## src/rtl/imem_loader.sv

```systemverilog
// Framed UART program loader: parses MAGIC / count / payload / checksum and
// writes assembled little-endian 32-bit words into the instruction memory.
module imem_loader #(
    parameter int          ADDR_W  = 12,
    parameter logic [7:0]  MAGIC   = 8'hA5,
    parameter int          TIMEOUT = 100000
) (
    input  logic              clk,
    input  logic              reset,
    input  logic [7:0]        rx_data,
    input  logic              rx_valid,
    output logic              rx_ready,
    output logic              mem_we,
    output logic [ADDR_W-1:0] mem_addr,
    output logic [31:0]       mem_wdata,
    output logic              cpu_hold,
    output logic              done,
    output logic              error,
    output logic [1:0]        error_code
);

    // Byte handshake: a byte moves when rx_valid && rx_ready at the rising
    // edge of clk; rx_valid may be held, rx_ready is a registered output.

    localparam int          CW        = ADDR_W + 1;
    localparam int          TW        = $clog2(TIMEOUT + 1);
    localparam logic [31:0] MAX_WORDS = 32'd1 << ADDR_W;

    localparam logic [1:0] CODE_COUNT   = 2'd1;
    localparam logic [1:0] CODE_CSUM    = 2'd2;
    localparam logic [1:0] CODE_TIMEOUT = 2'd3;

    typedef enum logic [2:0] {
        ST_IDLE,
        ST_CNT_LO,
        ST_CNT_HI,
        ST_DATA,
        ST_WRITE,
        ST_CSUM,
        ST_DONE,
        ST_ERROR
    } state_t;

    state_t          state;
    logic [7:0]      cnt_lo;
    logic [CW-1:0]   words;
    logic [CW-1:0]   widx;
    logic [1:0]      bidx;
    logic [23:0]     word_buf;
    logic [7:0]      sum;
    logic [TW-1:0]   tcnt;

    logic            accept;
    logic [15:0]     n_full;
    logic            too_big;
    logic [CW-1:0]   widx_nxt;
    logic [31:0]     word_nxt;
    logic            timed_out;

    assign accept    = rx_valid && rx_ready;
    assign n_full    = {rx_data, cnt_lo};
    assign too_big   = {16'd0, n_full} > MAX_WORDS;
    assign widx_nxt  = widx + 1'b1;
    // Newest byte enters the top lane, so byte0 ends up in bits 7:0.
    assign word_nxt  = {rx_data, word_buf};
    assign timed_out = (tcnt == TW'(TIMEOUT - 1));

    always_ff @(posedge clk or posedge reset) begin
        if (reset) begin
            state      <= ST_IDLE;
            rx_ready   <= 1'b0;
            mem_we     <= 1'b0;
            mem_addr   <= '0;
            mem_wdata  <= '0;
            cpu_hold   <= 1'b0;
            done       <= 1'b0;
            error      <= 1'b0;
            error_code <= 2'd0;
            cnt_lo     <= '0;
            words      <= '0;
            widx       <= '0;
            bidx       <= '0;
            word_buf   <= '0;
            sum        <= '0;
            tcnt       <= '0;
        end else begin
            mem_we <= 1'b0;
            case (state)
                ST_IDLE: begin
                    rx_ready <= 1'b1;
                    if (accept && rx_data == MAGIC) begin
                        state      <= ST_CNT_LO;
                        done       <= 1'b0;
                        error      <= 1'b0;
                        error_code <= 2'd0;
                        cpu_hold   <= 1'b1;
                        tcnt       <= '0;
                    end
                end

                ST_CNT_LO, ST_CNT_HI, ST_DATA, ST_CSUM: begin
                    if (accept) begin
                        tcnt <= '0;
                        case (state)
                            ST_CNT_LO: begin
                                cnt_lo <= rx_data;
                                state  <= ST_CNT_HI;
                            end
                            ST_CNT_HI: begin
                                sum   <= '0;
                                widx  <= '0;
                                bidx  <= '0;
                                words <= CW'(n_full);
                                if (too_big) begin
                                    state      <= ST_ERROR;
                                    error      <= 1'b1;
                                    error_code <= CODE_COUNT;
                                    cpu_hold   <= 1'b0;
                                    rx_ready   <= 1'b0;
                                end else if (n_full == 16'd0) begin
                                    state <= ST_CSUM;
                                end else begin
                                    state <= ST_DATA;
                                end
                            end
                            ST_DATA: begin
                                word_buf <= word_nxt[31:8];
                                sum      <= sum + rx_data;
                                bidx     <= bidx + 1'b1;
                                if (bidx == 2'd3) begin
                                    state     <= ST_WRITE;
                                    rx_ready  <= 1'b0;
                                    mem_we    <= 1'b1;
                                    mem_addr  <= widx[ADDR_W-1:0];
                                    mem_wdata <= word_nxt;
                                end
                            end
                            ST_CSUM: begin
                                cpu_hold <= 1'b0;
                                rx_ready <= 1'b0;
                                if (rx_data == sum) begin
                                    state <= ST_DONE;
                                    done  <= 1'b1;
                                end else begin
                                    state      <= ST_ERROR;
                                    error      <= 1'b1;
                                    error_code <= CODE_CSUM;
                                end
                            end
                            default: ;
                        endcase
                    end else if (timed_out) begin
                        // Words already written stay in memory.
                        state      <= ST_ERROR;
                        error      <= 1'b1;
                        error_code <= CODE_TIMEOUT;
                        cpu_hold   <= 1'b0;
                        rx_ready   <= 1'b0;
                    end else begin
                        tcnt <= tcnt + 1'b1;
                    end
                end

                ST_WRITE: begin
                    widx     <= widx_nxt;
                    rx_ready <= 1'b1;
                    state    <= (widx_nxt == words) ? ST_CSUM : ST_DATA;
                end

                ST_DONE, ST_ERROR: begin
                    rx_ready <= 1'b1;
                    state    <= ST_IDLE;
                end

                default: begin
                    rx_ready <= 1'b0;
                    state    <= ST_IDLE;
                end
            endcase
        end
    end

endmodule

```

## config.mk

```make
export PLATFORM = sky130hd
export DESIGN_NAME = imem_loader
export DESIGN_NICKNAME = d
export VERILOG_FILES = /design/src/rtl/imem_loader.sv
export SDC_FILE = /design/constraint.sdc
export NUM_CORES = 1
export LEC_CHECK = 0
export BUFFER_PORTS_ARGS = -buffer_cell sky130_fd_sc_hd__buf_2
export CAP_MARGIN = 5
export CORE_MARGIN = 3
export CORE_UTILIZATION = 25
export CTS_CLUSTER_DIAMETER = 30
export CTS_CLUSTER_SIZE = 20
export DETAILED_ROUTE_END_ITERATION = 16
export GPL_TIMING_DRIVEN = 0
export HOLD_SLACK_MARGIN = 0.05
export MAX_ROUTING_LAYER = met4
export PLACE_DENSITY = 0.39
export SLEW_MARGIN = 20
export SYNTH_ARGS = -nofsm -noshare
export SYNTH_HDL_FRONTEND = slang
export SYNTH_SLANG_ARGS = --single-unit
```

## constraint.sdc

```tcl
create_clock -name clk -period 5.11 [get_ports clk]
set_clock_uncertainty 0.1 [all_clocks]
set_input_delay 0.511 -clock clk [delete_from_list [all_inputs] [get_ports clk]]
set_output_delay 0.511 -clock clk [all_outputs]
set_load 0.03 [all_outputs]
```

==> results of run 1 <==
routing by layer:
metal / vias to the layer above / share of wire / wire, um / track usage
li1: 2385 / - / - / -
met1: 2378 / 0.51 / 8400 / 0.174
met2: 74 / 0.44 / 7230 / 0.179
met3: 18 / 0.033 / 541 / 0.0222
met4: 0 / 0.012 / 201 / 0.0374
met5: - / 0 / 0 / -
worst max-delay path, cell delays in order (launching register included):
cell and delay (ns):
dfrtp_1 0.47, ha_1 0.18, buf_2 0.21, nand4_1 0.25, or2_0 0.29, or4b_2 0.63, o31ai_1 0.11, nand4_1 0.29
a221o_1 0.37
worst max path at each step:
stage / from / end / slack (ns) / cells past startpoint
after global placement: reset / tcnt[7] / -1.05 / 2
after floorplan: reset / bidx[0] / 0.77 / 1
after CTS: widx[0] / state[1] / 2.06 / 8
after global routing: widx[0] / state[1] / 1.89 / 8
final: widx[0] / state[1] / 2.09 / 8
after detailed placement: widx[0] / state[1] / 2.07 / 8
Yosys cell counts, types with 3 or more instances:
library cell and n:
ha_1 10, xor2_1 7, o31ai_1 9, nand3_1 19, nand2_1 112, a21boi_0 3
nand4_1 9, a22o_1 4, and2_1 5, xnor2_1 25, or3_1 5, nor3_1 9
and3_1 7, o211ai_1 4, nand2b_1 4, dfrtp_1 139, a21o_1 5, mux2_2 64
nor4_1 11, clkbuf_1 21, a31oi_1 5, o21ai_0 45, nor2b_1 3, buf_2 6
a21oi_1 18, inv_1 11, nor2_1 32
layout by cell type, fill, tap and decap left out, drive strengths merged, types with 5 or more instances in the layout:
cell type | synthesis | final
clkbuf | 22 | 39
o21ai | 46 | 46
a31oi | 5 | 5
or3 | 5 | 5
a21oi | 18 | 18
and2 | 5 | 5
xnor2 | 25 | 25
o31ai | 9 | 9
nor3 | 11 | 11
and3 | 7 | 7
dfrtp | 139 | 139
mux2 | 64 | 64
nand3 | 21 | 21
buf | 7 | 69
nor2 | 32 | 32
nor4 | 11 | 11
nand2 | 112 | 112
xor2 | 7 | 7
ha | 10 | 10
inv | 11 | 20
a21o | 5 | 5
nand4 | 9 | 9
report_power, final:
part | internal (mW) | switching (mW)
Clock | 0.648 | 0.548
Sequential | 1.10 | 0
Combinational | 0.0120 | 0.0397
Total | 1.76 | 0.587
registers in the layout, summed over array words and instances, names as in the netlist, 3 cells and up:
register   cells
mem_addr      12
mem_wdata     32
tcnt          17
words         13
word_buf      24
sum            8
widx          13
cnt_lo         8
state          3
layout make-up:
cell class,instances,area [um^2],area share
Clock inverter,15,146,0.0184
Multi-Input combinational cell,450,2960,0.373
Sequential cell,139,3480,0.438
Tap cell,330,413,0.0520
Clock buffer,17,425,0.0536
Inverter,11,48.8,0.00614
Buffer,29,125,0.0158
Timing Repair Buffer,63,343,0.0432
through the flow:
| stage | power (mW) | std cells | worst slack (ns) | utilization | setup TNS (ns) |
|---|---|---|---|---|---|
| global placement | 1.17 | 1020 | -1.05 | 0.287 | -144.49 |
| detailed placement | 1.18 | 1021 | 2.07 | 0.288 | 0 |
| floorplan | 1.15 | 629 | 0.774 | - | 0 |
| CTS | 2.39 | 1054 | 2.06 | 0.311 | 0 |
| finish | 2.35 | 1054 | 2.09 | 0.311 | 0 |
| global route | 2.44 | 1054 | 1.89 | 0.311 | 0 |
cell families (layout without fill, tap and decap cells):
| logic type | after synthesis | count (layout) |
|---|---|---|
| AND/OR/NAND/NOR | 233 | 233 |
| flip-flops | 139 | 139 |
| AO/OA/AOI/OAI | 109 | 109 |
| multiplexers | 65 | 65 |
| buffers and inverters | 40 | 135 |
| XOR/XNOR | 32 | 32 |
| adder cells (fa/ha/maj) | 11 | 11 |
==> reports/metrics.yaml, run 1 <==
clock_tree:
  cts_buffer_depth: 2
  path_clk_slew_ns: 0.07
  cts_buffers: 17
  hold_buffers: 1
  insertion_delay_ns: 0.42
  cts_num_sinks: 139
  clockRootBuffer: "clkbuf_16"
  cts_max_level: 4
  cts_setup_buffers: 0
  cts_tree: "yes"
  cts_resized: 0
min_path:
  min-delay-start: "rx_data[5]"
  hold_class: "input port to register"
  hold_depth: 3
  min_delay_worst_endpoint: "word_buf[21]"
layout:
  syn2layout_area_growth_pct: 20.3
  drive_above_1_share: 0.244
  stdcell_area_um2: 7940
  nFillCells: 2708
  nNetsFinal: 733
  diodes: 0
critical_path:
  regToRegEndpoint: "state[1]"
  cp_max_fo: 8
  reg2reg_from: "widx[0]"
  worst-endpoint-required_ns: 5.31
  startpoint_type: "register"
  endpoint_kind: "register"
  arrival_ns: 3.21
  worstSetupPathType: "register to register"
  rr_worst_depth: 8
  rrSetupSlack_ns: 2.09
status:
  status: "finished clean"
global_route:
  grt_pass1_wl_mm: 27.2
  grt_pass1_vias: 4936
  track_usage: 0.123
  grt_max_degree: 80
  antenna_found_initial: 0
  globalRoute.totalOverflow: 0
synthesis:
  synth_top_area_frac: 0.527
  synth_cell_type_count: 58
  synth_fp_nets: 651
  synth_cells: 629
  synth-seq-area-share: 0.527
  synth-seq-cells: 139
  async_reset_ff_frac: 1.00
  synth_xor_area_frac: 0.0425
  muxShareOfSynthArea: 0.111
  synthFlopType: "dfrtp_1"
  synth_edf_count: 0
  synthTopCellsByArea: "dfrtp_1 53%, mux2_2 11%, nand2_1 6.4%"
  syn_avg_cell_area_um2: 10.5
  synth_area_leader_cell: "dfrtp_1"
  synth_top_family_by_area: "simple AND/OR/NAND/NOR gates"
  synthSimpleGateAreaFrac: 0.170
  synth-compound-area-share: 0.103
  ys.warnings.count: 0
  syn_area_um2: 6600
  synthAdderAreaFrac: 0.0220
timing:
  post-route-min-period_ns: 3.02
  fmax_mhz: 331
  finalSetupViolations: 0
  worst_slew_pin_slew_ns: 0.957
  hold_ws_ns: 0.292
  fin_crit_sh: 0.590
  finalHoldViolCount: 0
  relSlewSlack: 0.356
  slew_viol_final: 0
  grt_setup_unrepaired: "no"
detailed_routing:
  route.detailed.drc: 0
  vias_per_cell: 4.61
  drtAntennaViolNets: 0
  wl_per_cell_um: 15.5
  dr_total_vias: 4855
  drt-total-wl_mm: 16.4
  firstDrtPassIters: 4
  drt_iter0_markers: 228
placement:
  dpl_cell_area_um2: 7350
  place_congestion: 0.824
  hpwl_mm: 11.7
  port_buffers: 61
pwr:
  powerDensity_nw_per_um2: 296
  ir_drop_uv: 169
  power.leakage_nw: 3.89
die:
  initial_core_util: 0.258
  core_um2: 25500
  die_h_um: 168
  io_pins: 62
  die_width_um: 168
  rows: 58
  dieArea_um2: 28400
flow_run:
  maxCapViolCount: 0
(Power assumes the default switching activity.)
==> run 2, diff against run 1 <==
==> constraint.sdc (replaced) <==
create_clock -name clk -period 3.1 [get_ports clk]
set_clock_uncertainty 0.1 [all_clocks]
set_input_delay 0.31 -clock clk [delete_from_list [all_inputs] [get_ports clk]]
set_output_delay 0.31 -clock clk [all_outputs]
set_load 0.03 [all_outputs]
==> run 2 against run 1 <==
Effect of this change: sequential share of layout area decreased by 0.38 points; combinational power grew 79%; critical endpoint unchanged; register-to-register slack got worse by 1.9 ns; critical path depth stayed put; fmax increased by 2.9%; design area increased by 0.95%; largest cell class unchanged; critical path type unchanged.
==> reports/metrics.yaml, run 2 (synthesized netlist as in run 1, its figures left out) <==
placement:
  numPlacedInstances: 1024  # +0.29%
  hpwl_mm: 11.9  # +1.9%
  dpl_cell_area_um2: 7400  # +0.66%
  place_congestion: 0.837  # +1.5%
  port_buffers: 61  # unchanged
detailed_routing:
  dr_total_vias: 4945  # +1.9%
  drt-total-wl_mm: 16.7  # +1.7%
  firstDrtPassIters: 4  # unchanged
  wl_per_cell_um: 15.7  # +1.3%
  drtAntennaViolNets: 0  # unchanged
  route.detailed.drc: 0  # unchanged
  vias_per_cell: 4.67  # +1.5%
  drt_iter0_markers: 261  # +14%
clock_tree:
  cts_tree: "yes"
  path_clk_slew_ns: 0.07  # about the same
  insertion_delay_ns: 0.41  # about the same
  cts_max_level: 4  # unchanged
  cts_buffers: 17  # unchanged
  cts_num_sinks: 139  # unchanged
  clockRootBuffer: "clkbuf_16"
  cts_buffer_depth: 2  # unchanged
pwr:
  ir_drop_uv: 317  # +88%
  powerDensity_nw_per_um2: 492  # +67%
  power_mw: 3.95  # +68%
  power.leakage_nw: 3.93  # +1.0%
global_route:
  grt-busiest-layer: "met2"
  antenna_found_initial: 0  # unchanged
  grt_use_met3: 0.0210  # -0.00117
  globalRoute.totalOverflow: 0  # unchanged
  grt_max_degree: 34  # -57%
  grt_util_met1: 0.179  # +0.00542
  grt_pass1_wl_mm: 27.8  # +2.0%
  track_usage: 0.125  # +0.00224
  grt_pass1_vias: 4968  # +0.65%
  grtUsageMet2: 0.181  # +0.00228
critical_path:
  path_depth: 8  # unchanged
  arrival_ns: 3.12  # -0.09 ns
  slowest_delay_ns: 0.63  # about the same
  worstSetupPathType: "register to register"
  worst-endpoint-required_ns: 3.29  # -2.02 ns
  rr_worst_depth: 8  # unchanged
  endpoint_kind: "register"
  regToRegEndpoint: "state[1]"
  slowest_stage: "or4b_2"
  crit_chain: "ha_1 -> buf_2 -> nand4_1 -> or2_0 -> or4b_2 -> o31ai_1 -> nand4_1 -> a221o_1"
  cp_max_fo: 8  # unchanged
  path_buf_inv: 1  # unchanged
  critPathTopFamily: "simple AND/OR/NAND/NOR gates"
  reg2reg_from: "widx[0]"
  rrSetupSlack_ns: 0.17  # -1.92 ns
  cp-startpoint: "widx[0]"
  startpoint_type: "register"
  crit_end: "state[1]"
  cp_common_cell: "nand4_1"
timing:
  fin_crit_sh: 0.946  # +0.355
  fin_setup_tns_ns: 0  # unchanged
  relSlewSlack: 0.378  # +0.0217
  worst_slew_pin_slew_ns: 0.924  # -0.0322 ns
  slew_viol_final: 0  # unchanged
  fmax_mhz: 341  # +2.9%
  finalSetupViolations: 0  # unchanged
  hold_ws_ns: 0.0851  # -0.207 ns
  post-route-min-period_ns: 2.93  # -0.0852 ns
  finalHoldViolCount: 0  # unchanged
die:
  io_pins: 62  # unchanged
  core_um2: 25500  # unchanged
  die_width_um: 168  # unchanged
  die_h_um: 168  # unchanged
  dieArea_um2: 28400  # unchanged
  rows: 58  # unchanged
  initial_core_util: 0.258  # unchanged
layout:
  reg_top3: "mem_wdata: 32 flops, word_buf: 24 flops, tcnt: 17 flops"
  diodes: 0  # unchanged
  nFillCells: 2700  # -0.30%
  largest_reg_flops: 32  # unchanged
  drive_above_1_share: 0.251  # +0.00690
  final_cell_mix: "137 x dfrtp_1, 112 x nand2_1, 67 x buf_2"
  final_common_cell: "dfrtp_1"
  top_register: "mem_wdata"
  nNetsFinal: 737  # +0.55%
  stdcell_count: 1058  # +0.38%
  syn2layout_area_growth_pct: 21.4
  stdcell_area_um2: 8020  # +0.95%
flow_run:
  maxCapViolCount: 0  # unchanged
status:
  status: "finished clean"
min_path:
  hold_class: "input port to register"
run 2: worst min path at each step:
stage / start / endpoint / slack (ns) / depth (start not counted)
finish: rx_data[5] / word_buf[21] / 0.09 / 3
global route: rx_data[5] / word_buf[21] / 0.09 / 3
global placement: word_buf[2] / word_buf[2] / 0.36 / 2
CTS: rx_data[5] / word_buf[21] / 0.08 / 3
floorplan: rx_data[0] / word_buf[16] / 0.32 / 2
detailed placement: reset / widx[11] / 0.28 / 2
run 2: repair_timing:
| item | CTS | global route |
|---|---|---|
| resized for setup | 0 | 2 |
| hold buffers | 1 | 0 |
| hold endpoints to repair | 21 | 0 |
| setup endpoints to repair | 0 | 2 |
| buffers inserted | 0 | 1 |
run 2: worst reg2reg max path, cell delays in order (launching register included):
cell,delay [ns]
dfrtp_2,0.44
ha_1,0.16
buf_2,0.20
nand4_1,0.24
or2_0,0.29
or4b_2,0.63
o31ai_1,0.12
nand4_1,0.28
a221o_1,0.37
run 2: through the flow:
| step | setup WS [ns] | utilization |
|---|---|---|
| after floorplan | 0.600 | - |
| after global placement | -0.0473 | 0.287 |
| after detailed placement | 0.0524 | 0.290 |
| after CTS | 0.0448 | 0.313 |
| after global routing | -0.0146 | 0.314 |
| final | 0.168 | 0.314 |
run 2: cell type report:
| cell class | count | area [um^2] | share of cell area |
|---|---|---|---|
| flip-flops and latches | 139 | 3480 | 0.434 |
| multi-input cells | 450 | 2960 | 0.369 |
| clock buffers | 18 | 439 | 0.0548 |
| well taps | 330 | 413 | 0.0515 |
| repair buffers | 67 | 403 | 0.0503 |
| clock inverters | 14 | 149 | 0.0186 |
| plain buffers | 29 | 125 | 0.0156 |
| inverters | 11 | 45.0 | 0.00562 |
run 2: metal layers:
| metal | routed length (um) | up-vias |
|---|---|---|
| li1 | - | 2402 |
| met1 | 8450 | 2443 |
| met2 | 7460 | 89 |
| met3 | 626 | 11 |
| met4 | 125 | 0 |
| met5 | 0 | - |
run 2: where the power goes:
group	switching [mW]	leakage, nW	internal (mW)
Clock	0.879	0.285	1.16
Sequential	0	1.80	1.81
Combinational	0.0665	1.85	0.0261
==> run 3, diff against run 2 <==
==> constraint.sdc (replaced) <==
create_clock -name clk -period 3 [get_ports clk]
set_clock_uncertainty 0.1 [all_clocks]
set_input_delay 0.3 -clock clk [delete_from_list [all_inputs] [get_ports clk]]
set_output_delay 0.3 -clock clk [all_outputs]
set_load 0.03 [all_outputs]
==> run 3 against run 2 <==
Effect of this change: sequential share of layout area decreased by 0.16 points; count of clock-buffer cells in the layout unchanged; sequential power grew 3%; first-iteration DRC count increased by 3.4%; register-to-register slack about the same; die area unchanged; non-clock buffer count grew 3; setup slack worse by 0.00098 ns; via count hardly changed; combinational power increased by 3.2%; total power is 3.3% higher.
==> reports/metrics.yaml, run 3 (synthesized netlist as in run 1, its figures left out) <==
status:
  status: "finished clean"
pwr:
  p_switching_mw: 0.975  # +3.1%
  p_comb_frac: 0.023  # about the same
  p_sw_frac: 0.239  # -0.000456
  power.leakage_nw: 3.95  # +0.46%
  ir_drop_uv: 327  # +3.2%
  p_int_mw: 3.10  # +3.3%
  powerDensity_nw_per_um2: 507  # +2.9%
  power_frac_clock: 0.517  # about the same
  power_frac_seq: 0.460  # about the same
detailed_routing:
  drt_iter0_markers: 270  # +3.4%
  firstDrtPassIters: 6  # +2
  dr_total_vias: 4946  # +0.020%
  drtAntennaViolNets: 0  # unchanged
  drt-total-wl_mm: 16.7  # about the same
  route.detailed.drc: 0  # unchanged
  wl_per_cell_um: 15.7  # -0.28%
  vias_per_cell: 4.66  # -0.26%
global_route:
  antenna_found_initial: 0  # unchanged
  track_usage: 0.125  # +0.000153
  grt_pass1_wl_mm: 27.8  # +0.12%
  globalRoute.totalOverflow: 0  # unchanged
  grt_pass1_vias: 4981  # +0.26%
  grt_max_degree: 34  # unchanged
layout:
  stdcell_count: 1061  # +0.28%
  seq_area_um2: 3480  # unchanged
  reg_top3: "mem_wdata: 32 flops, word_buf: 24 flops, tcnt: 17 flops"
  diodes: 0  # unchanged
  stdcell_area_um2: 8050  # +0.37%
  final_cell_mix: "137 x dfrtp_1, 112 x nand2_1, 66 x buf_2"
  syn2layout_area_growth_pct: 21.9
  nFillCells: 2702  # +0.074%
  final_common_cell: "dfrtp_1"
  final_util: 0.315  # +0.00118
  nNetsFinal: 740  # +0.41%
  drive_above_1_share: 0.257  # +0.00581
  multiInputGateArea_um2: 2970  # +0.13%
  largest_reg_flops: 32  # unchanged
  top_register: "mem_wdata"
critical_path:
  endpoint_kind: "register"
  cp_max_fo: 8  # unchanged
  arrival_ns: 3.02  # -0.10 ns
  slowest_stage: "or4b_2"
  worst-endpoint-required_ns: 3.19  # -0.10 ns
  slowest_delay_ns: 0.63  # about the same
  crit_chain: "ha_1 -> clkbuf_4 -> nand4_1 -> or2_0 -> or4b_2 -> o31ai_1 -> nand4_1 -> buf_4 -> a221o_1"
  worstSetupPathType: "register to register"
  reg2reg_from: "widx[1]"
  cp-startpoint: "widx[1]"
  cp_common_cell: "nand4_1"
  startpoint_type: "register"
timing:
  fmax_mhz: 353  # +3.5%
  setup_ws_ns: 0.167  # -0.000979 ns
  finalHoldViolCount: 0  # unchanged
  fin_crit_sh: 0.944  # -0.00148
  worst_slew_pin_slew_ns: 0.914  # -0.0107 ns
  hold_ws_ns: 0.0732  # -0.0119 ns
  finalSetupViolations: 0  # unchanged
  relSlewSlack: 0.385  # +0.00720
  post-route-min-period_ns: 2.83  # -0.0990 ns
  slew_viol_final: 0  # unchanged
placement:
  place_congestion: 0.837  # unchanged
  numPlacedInstances: 1024  # unchanged
  hpwl_mm: 11.9  # unchanged
  pre_cts_slack_ns: -0.0476  # -0.100 ns
  port_buffers: 61  # unchanged
  dpl_cell_area_um2: 7400  # unchanged
clock_tree:
  clockRootBuffer: "clkbuf_16"
  cts_tree: "yes"
  path_clk_slew_ns: 0.07  # about the same
  cts_num_sinks: 139  # unchanged
  cts_max_level: 4  # unchanged
  cts_buffers: 17  # unchanged
  cts_buffer_depth: 2  # unchanged
  insertion_delay_ns: 0.41  # about the same
die:
  die_h_um: 168  # unchanged
  die_width_um: 168  # unchanged
  io_pins: 62  # unchanged
  core_um2: 25500  # unchanged
  dieArea_um2: 28400  # unchanged
  initial_core_util: 0.258  # unchanged
  rows: 58  # unchanged
min_path:
  min-delay-start: "rx_data[5]"
  hold_class: "input port to register"
flow_run:
  maxCapViolCount: 0  # unchanged
-- run 3: power groups by stage --
stage	clock network (mW)	logic [mW]	registers [mW]
6_report	2.11	0.0956	1.87
5_1_grt	2.25	0.111	1.87
4_1_cts	2.17	0.102	1.87
3_5_place_dp	0	0.100	1.91
3_3_place_gp	0	0.0859	1.91
2_1_floorplan	0	0.0465	1.91
-- run 3: repair_timing --
action,in CTS,in global routing
buffers inserted,1,3
pin swaps,1,1
resized for setup,0,6
setup endpoints to repair,1,9
endpoints found under the hold margin,21,0
hold buffers,1,0
-- run 3: metrics by stage --
step / setup TNS (ns) / power (mW)
after detailed placement: -0.0476 / 2.01
after global placement: -17.44 / 2.00
after CTS: 0 / 4.15
final: 0 / 4.08
after global routing: -0.0140 / 4.23
after floorplan: 0 / 1.96
-- run 3: path summary, 6_finish.rpt --
kind	end	cells after the start	slack (ns)
setup / recovery	state[1]	9	0.17
hold / removal	word_buf[21]	3	0.07
setup reg to reg	state[1]	9	0.17
hold reg to reg	word_buf[3]	2	0.37
max in group asynchronous	cnt_lo[1]	5	1.66
min in group asynchronous	widx[11]	3	0.37
-- run 3: metal layers --
layer	up-vias	GRT usage	wire length (um)
met4	0	0.0377	161
met3	10	0.0213	596
met2	87	0.181	7440
li1	2407	-	-
met1	2442	0.180	8460
met5	-	-	0
-- run 3: critical path: cells and delay by family (launching register included) --
kind	cells	cell delay (ns)
compound gates	2	0.41
fa+ha+maj	1	0.16
buf+inv	2	0.38
flops	1	0.41
simple gates	4	1.26
-- run 3: area by class of cell --
| type | instances | share of cell area |
|---|---|---|
| buffer | 29 | 0.0160 |
| timing repair buffer | 70 | 0.0529 |
| clock buffer | 18 | 0.0546 |
| tap | 330 | 0.0513 |
| inverter | 11 | 0.00560 |
| multi-input combinational | 450 | 0.369 |
| sequential | 139 | 0.433 |
| clock inverter | 14 | 0.0185 |
